### config.mk
export PLATFORM = sky130hd
export DESIGN_NAME = edp_dot_product_sequencer_flat
export DESIGN_NICKNAME = d
export VERILOG_FILES = /design/src/rtl/edp_dot_product_sequencer_pkg.sv /design/src/rtl/edp_dot_product_sequencer_if.sv /design/src/rtl/edp_dot_product_sequencer.sv /design/src/flat_wrapper.sv
export SDC_FILE = /design/constraint.sdc
export NUM_CORES = 1
export LEC_CHECK = 0
export BUFFER_PORTS_ARGS = -buffer_cell sky130_fd_sc_hd__buf_2
export CORE_ASPECT_RATIO = 1.2
export CORE_MARGIN = 2
export CORE_UTILIZATION = 51
export CTS_CLUSTER_DIAMETER = 100
export CTS_CLUSTER_SIZE = 8
export DETAILED_ROUTE_END_ITERATION = 10
export PLACE_DENSITY = 0.84
export SLEW_MARGIN = 20
export SYNTH_ARGS = -nofsm -noshare
export SYNTH_HDL_FRONTEND = slang
export SYNTH_SLANG_ARGS = --single-unit
### constraint.sdc
create_clock -name Clk -period 11.9 [get_ports Clk]
set_clock_uncertainty 0.2 [all_clocks]
set_input_delay 3.57 -clock Clk [delete_from_list [all_inputs] [get_ports Clk]]
set_output_delay 3.57 -clock Clk [all_outputs]
set_load 0.01 [all_outputs]
### src/rtl/edp_dot_product_sequencer_pkg.sv
// Shared types and FP32 field helpers for the EMAC dot-product sequencer.
// Pure declarations; no logic, no latency.
package edp_pkg;

   localparam int WORD_WIDTH  = 32;
   localparam int COUNT_WIDTH = 16;

   typedef enum logic [2:0] {
      CLEAR,
      ACCUM,
      FLUSH,
      CAPTURE,
      RESULT
   } seq_state_t;

   localparam int         FP32_EXP_MSB     = 30;
   localparam int         FP32_EXP_LSB     = 23;
   localparam logic [7:0] FP32_EXP_SPECIAL = 8'hFF;

   // All-ones exponent marks Inf or NaN; the EMAC result is then meaningless.
   function automatic logic is_special(input logic [31:0] w);
      return w[FP32_EXP_MSB:FP32_EXP_LSB] == FP32_EXP_SPECIAL;
   endfunction

endpackage

### src/rtl/edp_dot_product_sequencer_if.sv
// Operand stream, EMAC pin bundle and result stream of the dot-product sequencer.
// slave = the sequencer itself, master = its surroundings (source, EMAC, sink).
interface edp_dot_product_sequencer_if;
   import edp_pkg::*;

   logic                   S_Valid;
   logic                   S_Ready;
   logic [WORD_WIDTH-1:0]  S_A;
   logic [WORD_WIDTH-1:0]  S_B;
   logic                   S_Last;
   logic                   Mac_Enable;
   logic [WORD_WIDTH-1:0]  Mac_In1;
   logic [WORD_WIDTH-1:0]  Mac_In2;
   logic [WORD_WIDTH-1:0]  Mac_Out;
   logic                   M_Valid;
   logic                   M_Ready;
   logic [WORD_WIDTH-1:0]  M_Result;
   logic [COUNT_WIDTH-1:0] M_Count;
   logic                   M_Special;

   modport slave (
      input  S_Valid, S_A, S_B, S_Last, Mac_Out, M_Ready,
      output S_Ready, Mac_Enable, Mac_In1, Mac_In2, M_Valid, M_Result, M_Count, M_Special
   );

   modport master (
      output S_Valid, S_A, S_B, S_Last, Mac_Out, M_Ready,
      input  S_Ready, Mac_Enable, Mac_In1, Mac_In2, M_Valid, M_Result, M_Count, M_Special
   );

endinterface

### src/rtl/edp_dot_product_sequencer.sv
// Feeds FP32 pairs into the EMAC one vector at a time and returns the captured sum; result valid
// 2 cycles after the S_Last pair is accepted; a stalled result holds the FSM in RESULT indefinitely.
module edp_dot_product_sequencer
   import edp_pkg::*;
(
   input  logic                          Clk,
   input  logic                          Rst,
   edp_dot_product_sequencer_if.slave    bus
);

   localparam logic [COUNT_WIDTH-1:0] CNT_MAX = '1;

   seq_state_t             state_q, state_d;
   logic [WORD_WIDTH-1:0]  in1_q, in1_d;
   logic [WORD_WIDTH-1:0]  in2_q, in2_d;
   logic [COUNT_WIDTH-1:0] cnt_q, cnt_d;
   logic                   spc_q, spc_d;
   logic [WORD_WIDTH-1:0]  res_q, res_d;
   logic [COUNT_WIDTH-1:0] mcnt_q, mcnt_d;
   logic                   mspc_q, mspc_d;
   logic                   mvld_q, mvld_d;
   logic                   s_hs;

   assign s_hs = bus.S_Valid && (state_q == ACCUM);

   always_ff @(posedge Clk or posedge Rst) begin
      if (Rst) begin
         state_q <= CLEAR;
         in1_q   <= '0;
         in2_q   <= '0;
         cnt_q   <= '0;
         spc_q   <= 1'b0;
         res_q   <= '0;
         mcnt_q  <= '0;
         mspc_q  <= 1'b0;
         mvld_q  <= 1'b0;
      end else begin
         state_q <= state_d;
         in1_q   <= in1_d;
         in2_q   <= in2_d;
         cnt_q   <= cnt_d;
         spc_q   <= spc_d;
         res_q   <= res_d;
         mcnt_q  <= mcnt_d;
         mspc_q  <= mspc_d;
         mvld_q  <= mvld_d;
      end
   end

   // Operand registers default to zero: an idle cycle feeds +0*+0 into the EMAC.
   always_comb begin
      state_d = state_q;
      in1_d   = '0;
      in2_d   = '0;
      cnt_d   = cnt_q;
      spc_d   = spc_q;
      res_d   = res_q;
      mcnt_d  = mcnt_q;
      mspc_d  = mspc_q;
      mvld_d  = mvld_q;
      unique case (state_q)
         CLEAR: state_d = ACCUM;
         ACCUM: begin
            if (s_hs) begin
               in1_d = bus.S_A;
               in2_d = bus.S_B;
               cnt_d = (cnt_q == CNT_MAX) ? cnt_q : cnt_q + 1'b1;
               spc_d = spc_q | is_special(bus.S_A) | is_special(bus.S_B);
               if (bus.S_Last) state_d = FLUSH;
            end
         end
         FLUSH: state_d = CAPTURE;
         CAPTURE: begin
            res_d   = bus.Mac_Out;
            mcnt_d  = cnt_q;
            mspc_d  = spc_q;
            mvld_d  = 1'b1;
            state_d = RESULT;
         end
         RESULT: begin
            if (bus.M_Ready) begin
               mvld_d  = 1'b0;
               cnt_d   = '0;
               spc_d   = 1'b0;
               state_d = ACCUM;
            end
         end
         default: state_d = CLEAR;
      endcase
   end

   // Enable low in CLEAR/RESULT (and in reset) wipes the EMAC between vectors.
   assign bus.Mac_Enable = (state_q == ACCUM) || (state_q == FLUSH) || (state_q == CAPTURE);
   assign bus.S_Ready    = (state_q == ACCUM);
   assign bus.Mac_In1    = in1_q;
   assign bus.Mac_In2    = in2_q;
   assign bus.M_Valid    = mvld_q;
   assign bus.M_Result   = res_q;
   assign bus.M_Count    = mcnt_q;
   assign bus.M_Special  = mspc_q;

endmodule

### src/flat_wrapper.sv
// flat-port wrapper written by rule: the top's interface ports become plain ports
module edp_dot_product_sequencer_flat import edp_pkg::*;
  (Clk, Rst, bus_S_Valid, bus_S_A, bus_S_B, bus_S_Last, bus_Mac_Out, bus_M_Ready, bus_S_Ready, bus_Mac_Enable, bus_Mac_In1, bus_Mac_In2, bus_M_Valid, bus_M_Result, bus_M_Count, bus_M_Special);
  edp_dot_product_sequencer_if bus_i ();
  input  logic Clk;
  input  logic Rst;
  input wire logic [$bits(bus_i.S_Valid)-1:0] bus_S_Valid;
  input wire logic [$bits(bus_i.S_A)-1:0] bus_S_A;
  input wire logic [$bits(bus_i.S_B)-1:0] bus_S_B;
  input wire logic [$bits(bus_i.S_Last)-1:0] bus_S_Last;
  input wire logic [$bits(bus_i.Mac_Out)-1:0] bus_Mac_Out;
  input wire logic [$bits(bus_i.M_Ready)-1:0] bus_M_Ready;
  output wire logic [$bits(bus_i.S_Ready)-1:0] bus_S_Ready;
  output wire logic [$bits(bus_i.Mac_Enable)-1:0] bus_Mac_Enable;
  output wire logic [$bits(bus_i.Mac_In1)-1:0] bus_Mac_In1;
  output wire logic [$bits(bus_i.Mac_In2)-1:0] bus_Mac_In2;
  output wire logic [$bits(bus_i.M_Valid)-1:0] bus_M_Valid;
  output wire logic [$bits(bus_i.M_Result)-1:0] bus_M_Result;
  output wire logic [$bits(bus_i.M_Count)-1:0] bus_M_Count;
  output wire logic [$bits(bus_i.M_Special)-1:0] bus_M_Special;
  assign bus_i.S_Valid = bus_S_Valid;
  assign bus_i.S_A = bus_S_A;
  assign bus_i.S_B = bus_S_B;
  assign bus_i.S_Last = bus_S_Last;
  assign bus_i.Mac_Out = bus_Mac_Out;
  assign bus_i.M_Ready = bus_M_Ready;
  assign bus_S_Ready = bus_i.S_Ready;
  assign bus_Mac_Enable = bus_i.Mac_Enable;
  assign bus_Mac_In1 = bus_i.Mac_In1;
  assign bus_Mac_In2 = bus_i.Mac_In2;
  assign bus_M_Valid = bus_i.M_Valid;
  assign bus_M_Result = bus_i.M_Result;
  assign bus_M_Count = bus_i.M_Count;
  assign bus_M_Special = bus_i.M_Special;
  edp_dot_product_sequencer u_core (.Clk(Clk), .Rst(Rst), .bus(bus_i));
endmodule
==> results of run 1 <==
[final timing paths]
path | slack (ns) | cells after the start | endpoint | startpoint
hold / removal | 0.29 | 2 | u_core.spc_q | u_core.spc_q
hold reg to reg | 0.29 | 2 | u_core.spc_q | u_core.spc_q
max in group asynchronous | 7.01 | 3 | u_core.bus.M_Result[5] | Rst
min in group asynchronous | 3.07 | 2 | u_core.bus.Mac_In2[4] | Rst
setup / recovery | 6.49 | 6 | u_core.cnt_q[8] | bus_S_Valid
setup reg to reg | 9.45 | 6 | u_core.cnt_q[8] | u_core.state_q[0]
[metrics by stage]
step                  util  instance area [um^2]  setup slack, ns  instances
finish              0.6958                  6895            6.491        732
global route        0.6958                  6895            6.325        732
CTS                 0.6958                  6895            6.518        732
detailed placement  0.6369                  6311            6.090        701
global placement    0.6369                  6311            6.195        701
floorplan                -                  5157            4.547        381
[report_power, final]
| part | switching (mW) | total (mW) | internal, mW |
|---|---|---|---|
| combinational | 0.261 | 0.489 | 0.228 |
| clock | 0.190 | 0.508 | 0.318 |
| sequential | 0.0687 | 0.652 | 0.584 |
[Yosys cell counts, types with 6 or more instances]
library cell | count | area [um^2]
clkbuf_1 | 17 | 63.81
nand2_1 | 19 | 71.32
and3_1 | 68 | 425.4
nand4_1 | 6 | 37.54
a31oi_1 | 6 | 37.54
buf_2 | 6 | 30.03
and4_1 | 6 | 52.55
mux2_2 | 50 | 563.0
o21ai_0 | 7 | 35.03
a21oi_1 | 11 | 55.05
dfrtp_1 | 134 | 3353
mux2i_1 | 7 | 70.07
nor2_1 | 8 | 30.03
[cell usage in the layout, fill, tap and decap left out, types with 2 or more instances in the layout]
master	instances
buf_2	216
dfrtp_1	134
and3_1	68
mux2_2	50
nand2_1	19
clkbuf_16	17
a21oi_1	11
nor2_1	8
mux2i_1	7
o21ai_0	7
nand4_1	6
and4_1	6
a31oi_1	6
nand3_1	4
clkinv_4	4
and2_1	3
clkinvlp_4	3
buf_4	3
nor4_4	2
a31o_2	2
bufinv_16	2
clkinv_2	2
clkbuf_8	2
[final cells by class]
type	instances	area (um^2)	area share
timing repair buffer	219	1104	0.1600
clock inverter	11	127.6	0.01851
inverter	2	10.01	0.001452
multi-input combinational	220	1687	0.2446
tap	126	157.7	0.02286
clock buffer	20	456.7	0.06623
sequential	134	3353	0.4863
[registers in the layout, summed over array words and instances (netlist names)]
register and count:
u_core.bus.M_Result 32, u_core.bus.M_Special 1, u_core.state_q 3, u_core.bus.M_Valid 1
u_core.bus.Mac_In2 32, u_core.cnt_q 16, u_core.bus.Mac_In1 32, u_core.spc_q 1
u_core.bus.M_Count 16
[per-layer routing]
layer / routed length [um] / part of all wire / vias to the layer above / GRT usage
li1: - / - / 1785 / -
met1: 4360 / 0.35 / 1940 / 0.2600
met2: 6856 / 0.55 / 161 / 0.4219
met3: 994 / 0.080 / 19 / 0.08822
met4: 235 / 0.019 / 0 / 0.09333
met5: 0 / 0 / - / 0
[worst max-delay path, delay by kind of cell]
kind                   cells  cell delay (ns)
multiplexers               1             0.28
buffers and inverters      1             0.64
AND/OR/NAND/NOR            3             0.91
AO/OA/AOI/OAI              1             0.08
[cells by family after synthesis]
logic type      count (synthesis)  synth area share
flops                         134            0.6502
compound gates                 33           0.03906
mux                            57            0.1228
fa+ha+maj                       1          0.002426
buf+inv                        27           0.02402
simple gates                  129            0.1616
==> out/results.ini, run 1 <==
[routing]
wl_um = 12450
wire_per_inst_um = 17.00
detail_route.vias_per_cell = 5.335
ant_nets = 0
drcViolationCount = 0
routed-via-count = 3905
drt_iter0_drc = 210
dr.pass1.iters = 4

[yosys]
syn-num-nets = 483
synthFlopType = dfrtp_1
async_flop_share = 1.000
synth_enable_flop_cells = 0
avgSynthCellArea_um2 = 13.54
netlist_area_um2 = 5157
ys_seq_elements = 134
syn_inst = 381
yosys_warnings = 0
ys_types = 40
ys_seq_area_frac = 0.6502

[timing]
fin_crit_ns = 5.409
max_freq_mhz = 184.9
whs_ns = 0.2869
worst_slew_pin_slew_ns = 0.9579
final.period_utilization = 0.4545
setup_viol = 0
maxSlewHeadroom = 0.3614
rsz0062_at_grt = false
hold_violations = 0
fin_tns_setup_ns = 0
maxSlewViolCount = 0

[run]
drv_cap = 0

[power]
power_density_nw_per_um2 = 239.1
power_mw = 1.649
power_leakage_nw = 3.866
peakVddDrop_mv = 0.1265

[grt]
grt-ovfl-total = 0
track_usage = 0.2402
grt_max_degree = 79
antenna_found_initial = 0
grt_pass1_vias = 4068
grt_pass1_wl_um = 19710

[hold_path]
hold_path.class = reg -> reg

[finish]
nFillCells = 743
area.growth.synth_to_final_pct = 33.70
n_antenna_cell = 0
finalNetCount = 696
drive_above_1_share = 0.5132

[cts]
htreeDepth = 4
root_buffer = clkbuf_16
postCtsSetupRepairBufs = 0
cts_sinks = 134
clk_pin_slew_worst_paths_ns = 0.06
insertion_delay_ns = 0.41
cts_tree = built
clock_path_buffers = 2
cts-buffers-inserted = 17
cts_resized = 0
hold_buffers = 0

[critical_path]
end_kind = flip-flop
slowest_stage = buf_2
worstPathCellList = buf_2, nand4bb_4, nor4_4, and2b_1, o22ai_1, mux2_2
slowest_delay_ns = 0.64
crit_fanout = 68
critPathKind = in -> reg
critPathLaunchType = input port
cp_data_required_time_ns = 11.99
arrival_ns = 5.50

[die]
dieHeight_um = 114.2
ios = 217
dieArea_um2 = 10940
fp.dieW_um = 95.80
initial_core_util = 0.5205
core_area_um2 = 9910
fp-row-count = 40

[place]
dp_hpwl_um = 8792
gp_congestion = 0.8128
io_buffers = 216

[run_status]
status = finished clean

No activity file was read; power rests on OpenSTA's default activity.
==> inputs of run 2 (changes only) <==
--- a/config.mk
+++ b/config.mk
@@ -5,14 +5,15 @@
 export SDC_FILE = /design/constraint.sdc
 export NUM_CORES = 1
 export LEC_CHECK = 0
+export ABC_AREA = 1
 export BUFFER_PORTS_ARGS = -buffer_cell sky130_fd_sc_hd__buf_2
 export CORE_ASPECT_RATIO = 1.2
 export CORE_MARGIN = 2
-export CORE_UTILIZATION = 51
+export CORE_UTILIZATION = 48
 export CTS_CLUSTER_DIAMETER = 100
 export CTS_CLUSTER_SIZE = 8
 export DETAILED_ROUTE_END_ITERATION = 10
-export PLACE_DENSITY = 0.84
+export PLACE_DENSITY = 0.8
 export SLEW_MARGIN = 20
 export SYNTH_ARGS = -nofsm -noshare
 export SYNTH_HDL_FRONTEND = slang
==> constraint.sdc (replaced) <==
create_clock -name Clk -period 5.6 [get_ports Clk]
set_clock_uncertainty 0.2 [all_clocks]
set_input_delay 1.68 -clock Clk [delete_from_list [all_inputs] [get_ports Clk]]
set_output_delay 1.68 -clock Clk [all_outputs]
set_load 0.01 [all_outputs]
==> run 2 against run 1 <==
Compared with the run above:
- synthesized cell count is 38% higher
- non-clock buffer count unchanged
- sequential power is 110% higher
- first-iteration DRC count increased by 4.3%
==> out/results.ini, run 2 <==
[timing]
maxSlewViolCount = 0  ; unchanged
worst_slew_pin_slew_ns = 0.9864  ; +0.02845 ns
final.period_utilization = 0.5807
setup_viol = 0  ; unchanged
maxSlewHeadroom = 0.3415  ; -0.01992
whs_ns = 0.2833  ; -0.003563 ns
fin_tns_setup_ns = 0  ; unchanged
max_freq_mhz = 307.5
hold_violations = 0  ; unchanged
fin_crit_ns = 3.252
rsz0062_at_grt = false

[cts]
postCtsSetupRepairBufs = 0  ; unchanged
cts_sinks = 134  ; unchanged
root_buffer = clkbuf_16
cts_tree = built
cts-buffers-inserted = 17  ; unchanged
htreeDepth = 4  ; unchanged
insertion_delay_ns = 0.42  ; about the same
cts_resized = 0  ; unchanged
clock_path_buffers = 2  ; unchanged
hold_buffers = 0  ; unchanged
clk_pin_slew_worst_paths_ns = 0.06  ; about the same

[die]
ios = 217  ; unchanged
core_area_um2 = 10930  ; +10%
fp.dieW_um = 100.2  ; +4.6%
initial_core_util = 0.4876  ; -0.03282
dieHeight_um = 119.4  ; +4.6%
fp-row-count = 42  ; +5.0%
dieArea_um2 = 11970  ; +9.4%

[critical_path]
slowest_delay_ns = 0.44  ; -0.20 ns
crit_fanout = 5  ; -93%
cp_data_required_time_ns = 3.72  ; -8.27 ns
rrSetupSlack_ns = 3.39  ; -6.06 ns
arrival_ns = 1.37  ; -4.13 ns
r2r_start = u_core.state_q[2]
critPathLaunchType = flip-flop
critPathKind = reg -> out
worstPathCellList = nor3_4, buf_2
r2r_end = u_core.bus.M_Result[31]
slowest_stage = dfrtp_1
end_kind = output port
reg2reg_depth = 4  ; -2

[finish]
area.growth.synth_to_final_pct = 34.25
most-common-layout-cells = buf_2, dfrtp_1, nor2_1
finalCoreUtilization = 0.6546  ; -0.04119
mostFrequentLayoutCell = buf_2
n_antenna_cell = 0  ; unchanged
nFillCells = 879  ; +18%
drive_above_1_share = 0.4008  ; -0.1124
finalNetCount = 851  ; +22%

[yosys]
avgSynthCellArea_um2 = 10.15  ; -25%
ys_seq_elements = 134  ; unchanged
synthFlopType = dfrtp_1
yosys_warnings = 0  ; unchanged
syn-num-nets = 627  ; +30%
netlist_area_um2 = 5330  ; +3.3%
syn_inst = 525  ; +38%
synth_top_cell_by_area = dfrtp_1
synthTopCellsByCount = dfrtp_1, nor2_1, inv_1
synth_enable_flop_cells = 0  ; unchanged
ys_types = 27  ; -33%
async_flop_share = 1.000  ; unchanged
yosysMostFrequentCell = dfrtp_1
synth_area_leaders = dfrtp_1, nor2_1, inv_1
ys_seq_area_frac = 0.6291  ; -0.02106
yosysTopAreaCellShare = 0.6291  ; -0.02106

[power]
power_density_nw_per_um2 = 497.7  ; +110%
power_leakage_nw = 4.104  ; +6.2%
peakVddDrop_mv = 0.2555  ; +100%

[grt]
antenna_found_initial = 0  ; unchanged
grt_pass1_wl_um = 19430  ; -1.4%
grt_pass1_vias = 4303  ; +5.8%
grt_max_degree = 83  ; +5.1%
track_usage = 0.2111  ; -0.02907
grt-ovfl-total = 0  ; unchanged

[hold_path]
holdCritStartpoint = u_core.bus.M_Count[11]
min_path_cells = 2  ; unchanged
worstHoldEndpoint = u_core.bus.M_Count[11]
hold_path.class = reg -> reg

[run_status]
status = finished clean

[place]
gp_congestion = 0.8744  ; +7.6%
dp_hpwl_um = 8723  ; -0.80%
io_buffers = 216  ; unchanged

[routing]
dr.pass1.iters = 4  ; unchanged
wire_per_inst_um = 13.60  ; -20%
detail_route.vias_per_cell = 4.710  ; -12%
drcViolationCount = 0  ; unchanged
wl_um = 12150  ; -2.4%
routed-via-count = 4206  ; +7.7%
ant_nets = 0  ; unchanged
drt_iter0_drc = 219  ; +4.3%

[run]
drv_cap = 0  ; unchanged

## run 2: cell types whose count changed in the layout (fill, tap and decap cells not counted), sizes merged, moves of 13 or more
cell,delta
nor2,+92
inv,+86
nand2,+76
and3,-68
o21ai,+15
mux2,-13
nand3,+13
## run 2: routing by layer
layer  vias up  part of all wire  track usage
met4         0             0.021      0.09332
li1       2051                 -            -
met5         -                 0            0
met3        21             0.085      0.09155
met1      1958              0.36       0.2282
met2       176              0.53       0.3557
## run 2: worst max path at each step
stage	depth (start not counted)	slack, ns	from	end
2_1_floorplan	1	0.14	Rst	u_core.bus.M_Count[0]
3_3_place_gp	3	2.53	Rst	u_core.bus.M_Result[8]
3_5_place_dp	5	2.41	bus_S_Valid	u_core.bus.Mac_In2[12]
4_1_cts	2	2.33	u_core.state_q[1]	bus_S_Ready
5_1_grt	2	2.27	u_core.state_q[1]	bus_S_Ready
6_report	2	2.35	u_core.state_q[1]	bus_S_Ready
## run 2: kinds of logic (layout without fill, tap and decap cells)
kind of cell	count (synthesis)	after routing	synth area share
adder cells (fa/ha/maj)	1	1	0.002347
AO/OA/AOI/OAI	30	30	0.03169
AND/OR/NAND/NOR	221	221	0.1819
buffers and inverters	102	338	0.07676
multiplexers	37	37	0.07817
flip-flops	134	134	0.6291
## run 2: area by class of cell
cell class	count	area (um^2)	area share
clock buffers	18	439.2	0.06137
clock inverters	13	181.4	0.02535
well taps	132	165.2	0.02308
multi-input cells	289	1573	0.2198
flip-flops and latches	134	3353	0.4686
inverters	88	340.3	0.04756
repair buffers	219	1104	0.1542
## run 2: critical path: cells and delay by family, from the launching register on
family        cells  cell delay (ns)
simple gates      1             0.31
flops             1             0.44
buf+inv           1             0.20
## run 2: power by group
group	total [mW]	internal [mW]	leakage [nW]	switching, mW
logic	1.05	0.427	2.05	0.620
clock network	1.16	0.752	0.302	0.409
registers	1.35	1.23	1.76	0.129
total	3.56	2.40	4.10	1.16
## run 2: through the flow
| stage | total power [mW] | worst slack [ns] | cells | instance area [um^2] |
|---|---|---|---|---|
| 6_report | 3.561 | 2.348 | 893 | 7156 |
| 3_3_place_gp | 2.384 | 2.531 | 862 | 6533 |
| 5_1_grt | 3.753 | 2.272 | 893 | 7156 |
| 3_5_place_dp | 2.430 | 2.409 | 862 | 6533 |
| 2_1_floorplan | 2.040 | 0.1372 | 525 | 5330 |
| 4_1_cts | 3.594 | 2.332 | 893 | 7153 |
==> inputs of run 3 (changes only) <==
==> constraint.sdc (replaced) <==
create_clock -name Clk -period 3.2 [get_ports Clk]
set_clock_uncertainty 0.2 [all_clocks]
set_input_delay 0.96 -clock Clk [delete_from_list [all_inputs] [get_ports Clk]]
set_output_delay 0.96 -clock Clk [all_outputs]
set_load 0.01 [all_outputs]
==> run 3 against run 2 <==
Compared with the run above:
- power grew 72%
- die area unchanged
- via count up 0.52%
- combinational power increased by 77%
- final cell count rose by 0.22%
- worst hold slack worse by 0.0074 ns
- largest cell class unchanged
==> out/results.ini, run 3 (synthesized netlist as in run 2, its figures left out) <==
[place]
io_buffers = 216  ; unchanged
dp_hpwl_um = 8663  ; -0.68%
post-place-cells = 863  ; +0.12%
gp_congestion = 0.8679  ; -0.74%

[routing]
routed.top_layer = met4
wire_per_inst_um = 13.63  ; +0.20%
wl_um = 12200  ; +0.43%
routed-via-count = 4228  ; +0.52%
detail_route.vias_per_cell = 4.724  ; +0.30%
drcViolationCount = 0  ; unchanged
ant_nets = 0  ; unchanged
wl_met3_um = 919  ; -11%
met2_length_um = 6210  ; -3.7%
m1WireLength_um = 4744  ; +7.5%
drt_iter0_drc = 176  ; -20%
dr.pass1.iters = 4  ; unchanged

[critical_path]
cp_data_required_time_ns = 2.04  ; -1.68 ns
end_kind = output port
crit_fanout = 5  ; unchanged
critPathKind = reg -> out
critPathLaunchType = flip-flop
r2r_end = u_core.bus.Mac_In2[15]
r2r_start = u_core.state_q[1]
arrival_ns = 1.35  ; -0.02 ns
reg2reg_depth = 6  ; +2
rrSetupSlack_ns = 1.12  ; -2.27 ns

[cts]
cts_resized = 0  ; unchanged
hold_buffers = 0  ; unchanged
cts_tree = built
insertion_delay_ns = 0.41  ; about the same
cts-buffers-inserted = 17  ; unchanged
root_buffer = clkbuf_16
postCtsSetupRepairBufs = 0  ; unchanged
htreeDepth = 4  ; unchanged
clk_pin_slew_worst_paths_ns = 0.06  ; about the same
clock_path_buffers = 2  ; unchanged
cts_sinks = 134  ; unchanged

[finish]
n_antenna_cell = 0  ; unchanged
area.growth.synth_to_final_pct = 34.01
drive_above_1_share = 0.3997  ; -0.001051
nFillCells = 843  ; -4.1%
seq_area_um2 = 3353  ; unchanged
most-common-layout-cells = buf_2, dfrtp_1, nor2_1
finalNonFillerCells = 895  ; +0.22%
finalCoreUtilization = 0.6535  ; -0.001144
multi_input_area_um2 = 1573  ; unchanged
mostFrequentLayoutCell = buf_2
finalNetCount = 852  ; +0.12%

[power]
p_seq_frac = 0.389  ; +0.009
power_density_nw_per_um2 = 856.6  ; +72%
p_sw_mw = 2.043  ; +77%
pwr-share-comb = 0.304  ; +0.010
swShare = 0.3339  ; +0.008954
power_leakage_nw = 4.081  ; -0.57%
peakVddDrop_mv = 0.3900  ; +53%
p_int_mw = 4.076  ; +70%
clkPwrFrac = 0.307  ; -0.019

[grt]
grt_pass1_wl_um = 19560  ; +0.67%
grt_max_degree = 135  ; +63%
grt_pass1_vias = 4354  ; +1.2%
antenna_found_initial = 0  ; unchanged
grt-ovfl-total = 0  ; unchanged
track_usage = 0.2102  ; -0.0009006

[timing]
hold_violations = 0  ; unchanged
final.period_utilization = 0.7850
maxSlewViolCount = 0  ; unchanged
max_freq_mhz = 398.1
worst_slew_pin_slew_ns = 0.6779  ; -0.3085 ns
maxSlewHeadroom = 0.5481  ; +0.2066
setup_viol = 0  ; unchanged
rsz0062_at_grt = false
fin_crit_ns = 2.512
fin_tns_setup_ns = 0  ; unchanged

[hold_path]
holdCritStartpoint = u_core.bus.M_Count[14]
worstHoldEndpoint = u_core.bus.M_Count[14]
hold_path.class = reg -> reg
min_path_cells = 2  ; unchanged

[die]
dieHeight_um = 119.4  ; unchanged
fp.dieW_um = 100.2  ; unchanged
dieArea_um2 = 11970  ; unchanged
initial_core_util = 0.4876  ; unchanged
core_area_um2 = 10930  ; unchanged
fp-row-count = 42  ; unchanged
ios = 217  ; unchanged

[run]
drv_cap = 0  ; unchanged

[run_status]
status = finished clean

## run 3: cell count changes in the layout (fill, tap and decap cells not counted), sizes merged
cell | before | now
clkinv | 7 | 5
buf | 219 | 220
clkinvlp | 2 | 6
clkbuf | 18 | 20
bufinv | 4 | 2
inv | 88 | 87
## run 3: area by class of cell
cell class | instances | area share
Sequential cell | 134 | 0.4694
Clock buffer | 20 | 0.06253
Inverter | 88 | 0.04747
Clock inverter | 12 | 0.01822
Multi-Input combinational cell | 289 | 0.2202
Tap cell | 132 | 0.02312
Timing Repair Buffer | 220 | 0.1590
## run 3: worst max path at each step
stage,to,from,depth (start not counted),slack (ns)
floorplan,u_core.bus.M_Count[0],Rst,1,0.37
global placement,u_core.bus.Mac_In2[8],bus_S_Valid,6,0.88
finish,bus_S_Ready,u_core.state_q[1],2,0.69
global route,bus_S_Ready,u_core.state_q[1],2,0.62
detailed placement,u_core.bus.Mac_In2[19],bus_S_Valid,6,0.83
CTS,bus_S_Ready,u_core.state_q[1],2,0.66
## run 3: per-layer routing
metal | global-route usage | vias up
li1 | - | 2050
met1 | 0.2316 | 1952
met2 | 0.3549 | 197
met3 | 0.06514 | 29
met4 | 0.1199 | 0
met5 | 0 | -
## run 3: critical path: stages (launching register included)
cell	delay [ns]
dfrtp_1	0.45
nor3_4	0.31
buf_2	0.19
## run 3: power by group through the flow
| stage | sequential, mW | clock, mW | combinational (mW) |
|---|---|---|---|
| after global placement | 2.37 | 0 | 1.82 |
| after CTS | 2.38 | 1.91 | 1.89 |
| after floorplan | 2.58 | 0 | 0.988 |
| after detailed placement | 2.40 | 0 | 1.89 |
| after global routing | 2.43 | 1.98 | 2.05 |
| final | 2.38 | 1.88 | 1.86 |
## run 3: through the flow
step	area, um^2	total power [mW]	worst slack (ns)	hold slack [ns]
final	7143	6.119	0.6879	0.2760
after global placement	6566	4.194	0.8785	0.2622
after detailed placement	6566	4.292	0.8317	0.2706
after floorplan	5334	3.570	0.3748	0.2512
after global routing	7143	6.464	0.6151	0.2938
after CTS	7143	6.189	0.6554	0.2846
